$ cat config.mk
export PLATFORM = sky130hd
export DESIGN_NAME = demultiplexor_1out_2in_fifo
export DESIGN_NICKNAME = d
export VERILOG_FILES = /design/src/rtl/demux_pkg.sv /design/src/rtl/fifo_sync_demux.sv /design/src/rtl/demultiplexor_1out_2in_fifo.sv
export SDC_FILE = /design/constraint.sdc
export NUM_CORES = 1
export LEC_CHECK = 0
export BUFFER_PORTS_ARGS = -buffer_cell sky130_fd_sc_hd__clkbuf_2
export CAP_MARGIN = 40
export CELL_PAD_IN_SITES_DETAIL_PLACEMENT = 1
export CELL_PAD_IN_SITES_GLOBAL_PLACEMENT = 2
export CORE_ASPECT_RATIO = 0.7
export CORE_MARGIN = 2
export CORE_UTILIZATION = 44
export CTS_CLUSTER_DIAMETER = 60
export DETAILED_ROUTE_END_ITERATION = 7
export PLACE_DENSITY = 0.85
export SLEW_MARGIN = 0
export SYNTH_ARGS = -nofsm -noshare
export SYNTH_HDL_FRONTEND = slang
export SYNTH_HIERARCHICAL = 1
export SYNTH_SLANG_ARGS = --single-unit
$ cat constraint.sdc
create_clock -name clk -period 2.7 [get_ports clk]
set_clock_uncertainty 0.1 [all_clocks]
set_input_delay 0.27 -clock clk [delete_from_list [all_inputs] [get_ports clk]]
set_output_delay 0.27 -clock clk [all_outputs]
set_load 0.1 [all_outputs]
$ cat src/rtl/demux_pkg.sv
// Shared definitions for the 1-to-2 demultiplexer with per-channel FIFOs.
//   DB_DEFAULT   : default data width in bits
//   PROF_DEFAULT : default depth of each channel FIFO (power of 2, >= 2)
//   SEL_A/SEL_B  : Sel encoding, same polarity as the 2-input selector
package demux_pkg;

  localparam int unsigned DB_DEFAULT   = 16;
  localparam int unsigned PROF_DEFAULT = 4;

  localparam logic SEL_A = 1'b1;
  localparam logic SEL_B = 1'b0;

endpackage

$ cat src/rtl/fifo_sync_demux.sv
// Single-clock FIFO used as one output channel of the demultiplexer.
// Ports:
//   i_clk    : clock, rising edge
//   i_rst_n  : synchronous active-low reset (pointers and count cleared)
//   i_push   : write i_dato this edge (ignored when full or in reset)
//   i_pop    : advance read pointer this edge (ignored when empty)
//   i_dato   : write data
//   o_head   : word at the read pointer, 0 while empty
//   o_full   : count == PROF
//   o_empty  : count == 0
//   o_count  : number of words held
module fifo_sync_demux #(
  parameter int unsigned DB   = 16,
  parameter int unsigned PROF = 4,
  parameter int unsigned PW   = $clog2(PROF)
) (
  input  logic          i_clk,
  input  logic          i_rst_n,
  input  logic          i_push,
  input  logic          i_pop,
  input  logic [DB-1:0] i_dato,
  output logic [DB-1:0] o_head,
  output logic          o_full,
  output logic          o_empty,
  output logic [PW:0]   o_count
);

  logic [DB-1:0] r_mem [PROF];
  logic [PW-1:0] r_wptr;
  logic [PW-1:0] r_rptr;
  logic [PW:0]   r_count;

  logic w_push;
  logic w_pop;

  assign o_full  = (r_count == (PW+1)'(PROF));
  assign o_empty = (r_count == '0);
  assign o_count = r_count;

  assign w_push = i_push & ~o_full & i_rst_n;
  assign w_pop  = i_pop & ~o_empty;

  // Storage is not reset; gating the head on empty keeps the output at 0
  // until the first word written after reset becomes visible.
  assign o_head = o_empty ? '0 : r_mem[r_rptr];

  always_ff @(posedge i_clk) begin
    if (!i_rst_n) begin
      r_wptr  <= '0;
      r_rptr  <= '0;
      r_count <= '0;
    end else begin
      if (w_push) r_wptr <= r_wptr + 1'b1;
      if (w_pop)  r_rptr <= r_rptr + 1'b1;
      case ({w_push, w_pop})
        2'b10:   r_count <= r_count + 1'b1;
        2'b01:   r_count <= r_count - 1'b1;
        default: r_count <= r_count;
      endcase
    end
  end

  always_ff @(posedge i_clk) begin
    if (w_push) r_mem[r_wptr] <= i_dato;
  end

endmodule

$ cat src/rtl/demultiplexor_1out_2in_fifo.sv
// Routes one valid/ready input stream to channel A or B, chosen per word by
// Sel, with an independent FIFO per channel so one stalled consumer does not
// block the other.
// Ports:
//   clk, reset      : clock (rising edge), synchronous active-low reset
//   Dato, Sel       : input word and destination (1 = A, 0 = B)
//   ValidoEntrada   : input word present
//   ListoEntrada    : selected channel can accept (combinational on Sel)
//   SalidaA/B       : head word of each FIFO
//   ValidoA/B       : FIFO not empty
//   ListoA/B        : consumer accepts head word
//   OcupA/B         : words held in each FIFO
module demultiplexor_1out_2in_fifo
  import demux_pkg::*;
#(
  parameter int unsigned DB   = DB_DEFAULT,
  parameter int unsigned PROF = PROF_DEFAULT,
  parameter int unsigned PW   = $clog2(PROF)
) (
  input  logic          clk,
  input  logic          reset,
  input  logic [DB-1:0] Dato,
  input  logic          Sel,
  input  logic          ValidoEntrada,
  output logic          ListoEntrada,
  output logic [DB-1:0] SalidaA,
  output logic          ValidoA,
  input  logic          ListoA,
  output logic [DB-1:0] SalidaB,
  output logic          ValidoB,
  input  logic          ListoB,
  output logic [PW:0]   OcupA,
  output logic [PW:0]   OcupB
);

  logic w_sel_a;
  logic w_full_a;
  logic w_full_b;
  logic w_empty_a;
  logic w_empty_b;
  logic w_push_a;
  logic w_push_b;
  logic w_pop_a;
  logic w_pop_b;

  assign w_sel_a = (Sel == SEL_A);

  // Ready depends on the current fill level only; a pop on the same edge
  // does not free a slot for the incoming word.
  assign ListoEntrada = reset & (w_sel_a ? ~w_full_a : ~w_full_b);

  assign w_push_a = ValidoEntrada & ListoEntrada &  w_sel_a;
  assign w_push_b = ValidoEntrada & ListoEntrada & ~w_sel_a;

  assign ValidoA = ~w_empty_a;
  assign ValidoB = ~w_empty_b;
  assign w_pop_a = ValidoA & ListoA;
  assign w_pop_b = ValidoB & ListoB;

  fifo_sync_demux #(.DB(DB), .PROF(PROF), .PW(PW)) u_fifo_a (
    .i_clk   (clk),
    .i_rst_n (reset),
    .i_push  (w_push_a),
    .i_pop   (w_pop_a),
    .i_dato  (Dato),
    .o_head  (SalidaA),
    .o_full  (w_full_a),
    .o_empty (w_empty_a),
    .o_count (OcupA)
  );

  fifo_sync_demux #(.DB(DB), .PROF(PROF), .PW(PW)) u_fifo_b (
    .i_clk   (clk),
    .i_rst_n (reset),
    .i_push  (w_push_b),
    .i_pop   (w_pop_b),
    .i_dato  (Dato),
    .o_head  (SalidaB),
    .o_full  (w_full_b),
    .o_empty (w_empty_b),
    .o_count (OcupB)
  );

endmodule

==> results.md <==
- Mean Syn Cell Area: 19.0 um^2
- Switch Pwr: 1.15 mW
- Seq/Total Area, Yosys: 68.9%
- Cts bufs inserted: 17
- Reg clk slew, reported paths: 0.06 ns
- Top cells by area, synth: edfxtp_1 63%, mux4_2 7.4%, dfxtp_1 5.9%
- HP Class: in -> reg
- DP Worst Slack: 0.147 ns
- Kind of critical path: reg -> out
- Final cycle utilization of the critical path: 96.0%
- Syn_nets: 355
- FP Rows: 35
- # setup viols final: 0
- Post-route cell area: 7330 um^2
- Sequential Area: 4220 um^2
- Initial antenna violation count: 0
- Critical path launch point type: register
- Total grt overflow: 0
- Nets: 435
- Tot GR Track Use: 18.3%
- Placed Area: 6660 um^2
- Vias in the first global route: 3337
- # hold bufs at CTS: 0
- Post-layout minimum cycle time: 2.59 ns
- Root buf cell: clkbuf_16
- Yosys warns: 6
- Wire per inst: 21.1 um
- Clk_lat worst skew: 0.41 ns
- Area growth, synth to finish: 20.1%
- Clock tree buffer depth: 2
- Clock share of power: 48.5%
- Worst-Margin Slew: 0.936 ns
- DR vias: 3071
- Final hold vios: 0
- Post-synth cell types: 26
- Post-synth ARST share: 0%
- Synth Flop Type: edfxtp_1
- F_max: 386 MHz
- Via density: 5.13
- CP endpoint kind: output pin
- Pint: 4.18 mW
- DIE AREA: 14800 um^2
- Core Region: 13400 um^2
- Die Height: 103 um
- 1st-iter DRT viols: 204
- Mapped Area: 6100 um^2
- Peak VDD IR: 415 uV
- Yosys reg bits: 146
- CP max-delay cell: mux4_1
- Initial Util: 45.7%
- CP max stage delay: 0.62 ns
- Arrival time at the worst endpoint: 2.22 ns
- CTS tree: yes
- Die X-Extent: 145 um
- N_diodes: 0
- H-tree Lvls: 4
- Final worst slack: 0.109 ns
- Worst hold slack: 0.0685 ns
- Max-slew headroom: 37.6%
- Proportion of layout cells with a drive suffix above 1: 38.2%
- Worst-path cell chain: buf_4, mux4_1, nor2b_1, clkbuf_2
- Max-capacitance violation count: 0
- Mapped Cells: 321
- Multi-input gate area: 1750 um^2
- Post-DP HPWL: 8.11 mm
- Routed wire length: 12.6 mm
- DRC violations left: 0
- Power Dens Cells: 728 nW/um^2
- Number of routed nets with antenna violations: 0
- Outcome: complete, no violations
- Synth top area share: 63.0%
- First-pass GRT wire length: 18.9 mm
- Top-count cell post-synth: edfxtp_1
- Io pins: 63
- Fillers: 1228
- Comb pwr share: 5.1%
- Finished Core Util: 54.9%
- Sequential share of power: 46.3%
- Switching Share: 21.6%
- Clk sinks: 146
- Synth area leader: edfxtp_1
- Most instantiated cells after synthesis: 128 x edfxtp_1, 20 x mux4_2, 20 x nor2b_4
- WP data required: 2.33 ns
- Pin count of the biggest net entering global routing: 32
- CP max FO: 16
- Post-synth EDFFs: 128
- Post-CTS setup buffers: 0
- IO buf count: 62
- First-pass DRT Iterations: 6
- RSZ-0062 raised after global routing: false
- Routability Congestion: 0.789
- Pleak: 2.59 nW
- Fin. max-slew vios: 0
-- timing repair --
item | in CTS | in global routing
setup endpoints to repair | 1 | 3
gates cloned | 0 | 0
gates resized for setup | 1 | 3
-- area by class of cell --
cell class	instances	area share [%]
flip-flops and latches	146	57.6
multi-input cells	147	23.9
clock buffers	18	5.86
repair buffers	77	5.77
well taps	185	3.16
clock inverters	14	3.06
inverters	12	0.615
-- state kept, by name, summed over array words and instances, names as in the netlist, named ones only --
| register | cells |
|---|---|
| u_fifo_a/r_rptr | 2 |
| u_fifo_b/r_wptr | 2 |
| u_fifo_a/r_wptr | 2 |
| u_fifo_a/o_count | 3 |
| u_fifo_b/r_mem | 64 |
| u_fifo_b/o_count | 3 |
| u_fifo_b/r_rptr | 2 |
| u_fifo_a/r_mem | 64 |
-- routing by layer --
| metal | up-vias | GRT usage (%) | share of wire (%) | wire length (um) |
|---|---|---|---|---|
| li1 | 1403 | - | - | - |
| met1 | 1573 | 23.3 | 43 | 5400 |
| met2 | 80 | 30.4 | 51 | 6450 |
| met3 | 15 | 4.97 | 4.6 | 575 |
| met4 | 0 | 7.24 | 1.5 | 188 |
| met5 | - | 0 | 0 | 0 |
-- through the flow --
| stage | instances | power [mW] | setup TNS, ns |
|---|---|---|---|
| floorplan | 321 | 2.71 | -0.106 |
| global placement | 567 | 2.79 | 0 |
| detailed placement | 567 | 2.80 | 0 |
| CTS | 599 | 5.39 | 0 |
| global route | 599 | 5.48 | 0 |
| finish | 599 | 5.34 | 0 |
-- power by group through the flow --
stage | Clock, mW | Combinational [mW] | Sequential [mW]
finish | 2.59 | 0.275 | 2.47
global route | 2.72 | 0.292 | 2.47
CTS | 2.64 | 0.279 | 2.47
detailed placement | 0 | 0.277 | 2.52
global placement | 0 | 0.269 | 2.52
floorplan | 0 | 0.182 | 2.53
-- final timing paths --
kind                                     startpoint                     to  slack (ns)  cells past startpoint
worst max-delay path                       register             SalidaA[4]        0.11                      4
worst min-delay path                       Dato[13]  u_fifo_a/r_mem[3][13]        0.07                      1
worst max register to register  u_fifo_a/o_count[0]    u_fifo_a/o_count[2]        0.13                      9
worst min register to register   u_fifo_b/r_rptr[0]     u_fifo_b/r_rptr[0]        0.41                      2
-- placed cells by master (no fill, tap or decap), types with 2 or more instances in the layout --
master | Yosys | routed
mux4_1 | 12 | 12
clkbuf_2 | 0 | 61
xor2_1 | 2 | 2
fa_1 | 2 | 2
bufinv_16 | 0 | 5
nor2b_4 | 20 | 20
inv_1 | 12 | 12
ha_1 | 10 | 10
clkbuf_16 | 0 | 17
nor2b_1 | 18 | 18
nand4bb_1 | 2 | 2
dfxtp_1 | 18 | 12
nand2_1 | 17 | 17
mux2i_1 | 5 | 5
o21ai_0 | 10 | 10
mux4_2 | 20 | 20
or3_1 | 4 | 4
buf_4 | 0 | 15
inv_6 | 0 | 6
nor3_4 | 0 | 2
and3_1 | 8 | 8
a21boi_0 | 4 | 4
and2_1 | 5 | 5
dfxtp_4 | 0 | 5
edfxtp_1 | 128 | 128
xnor2_1 | 2 | 2
-- critical path, delay by kind of cell (launching register included) --
family	cells	cell delay [ns]
buffers and inverters	2	0.70
multiplexers	1	0.62
flip-flops	1	0.32
AND/OR/NAND/NOR	1	0.16
-- logic make-up (layout without fill, tap and decap cells) --
kind of cell               Yosys count  in the layout  share of synthesized area (%)
adders and majority gates           12             12                           2.71
buffers and inverters               28            121                           2.87
and+or+nand+nor                     80             80                           10.3
AOI/OAI and AO/OA                   14             14                           1.31
muxes                               37             37                           13.4
DFF                                146            146                           68.9
xor gates and xnor gates             4              4                          0.574
(Power assumes the default switching activity.)
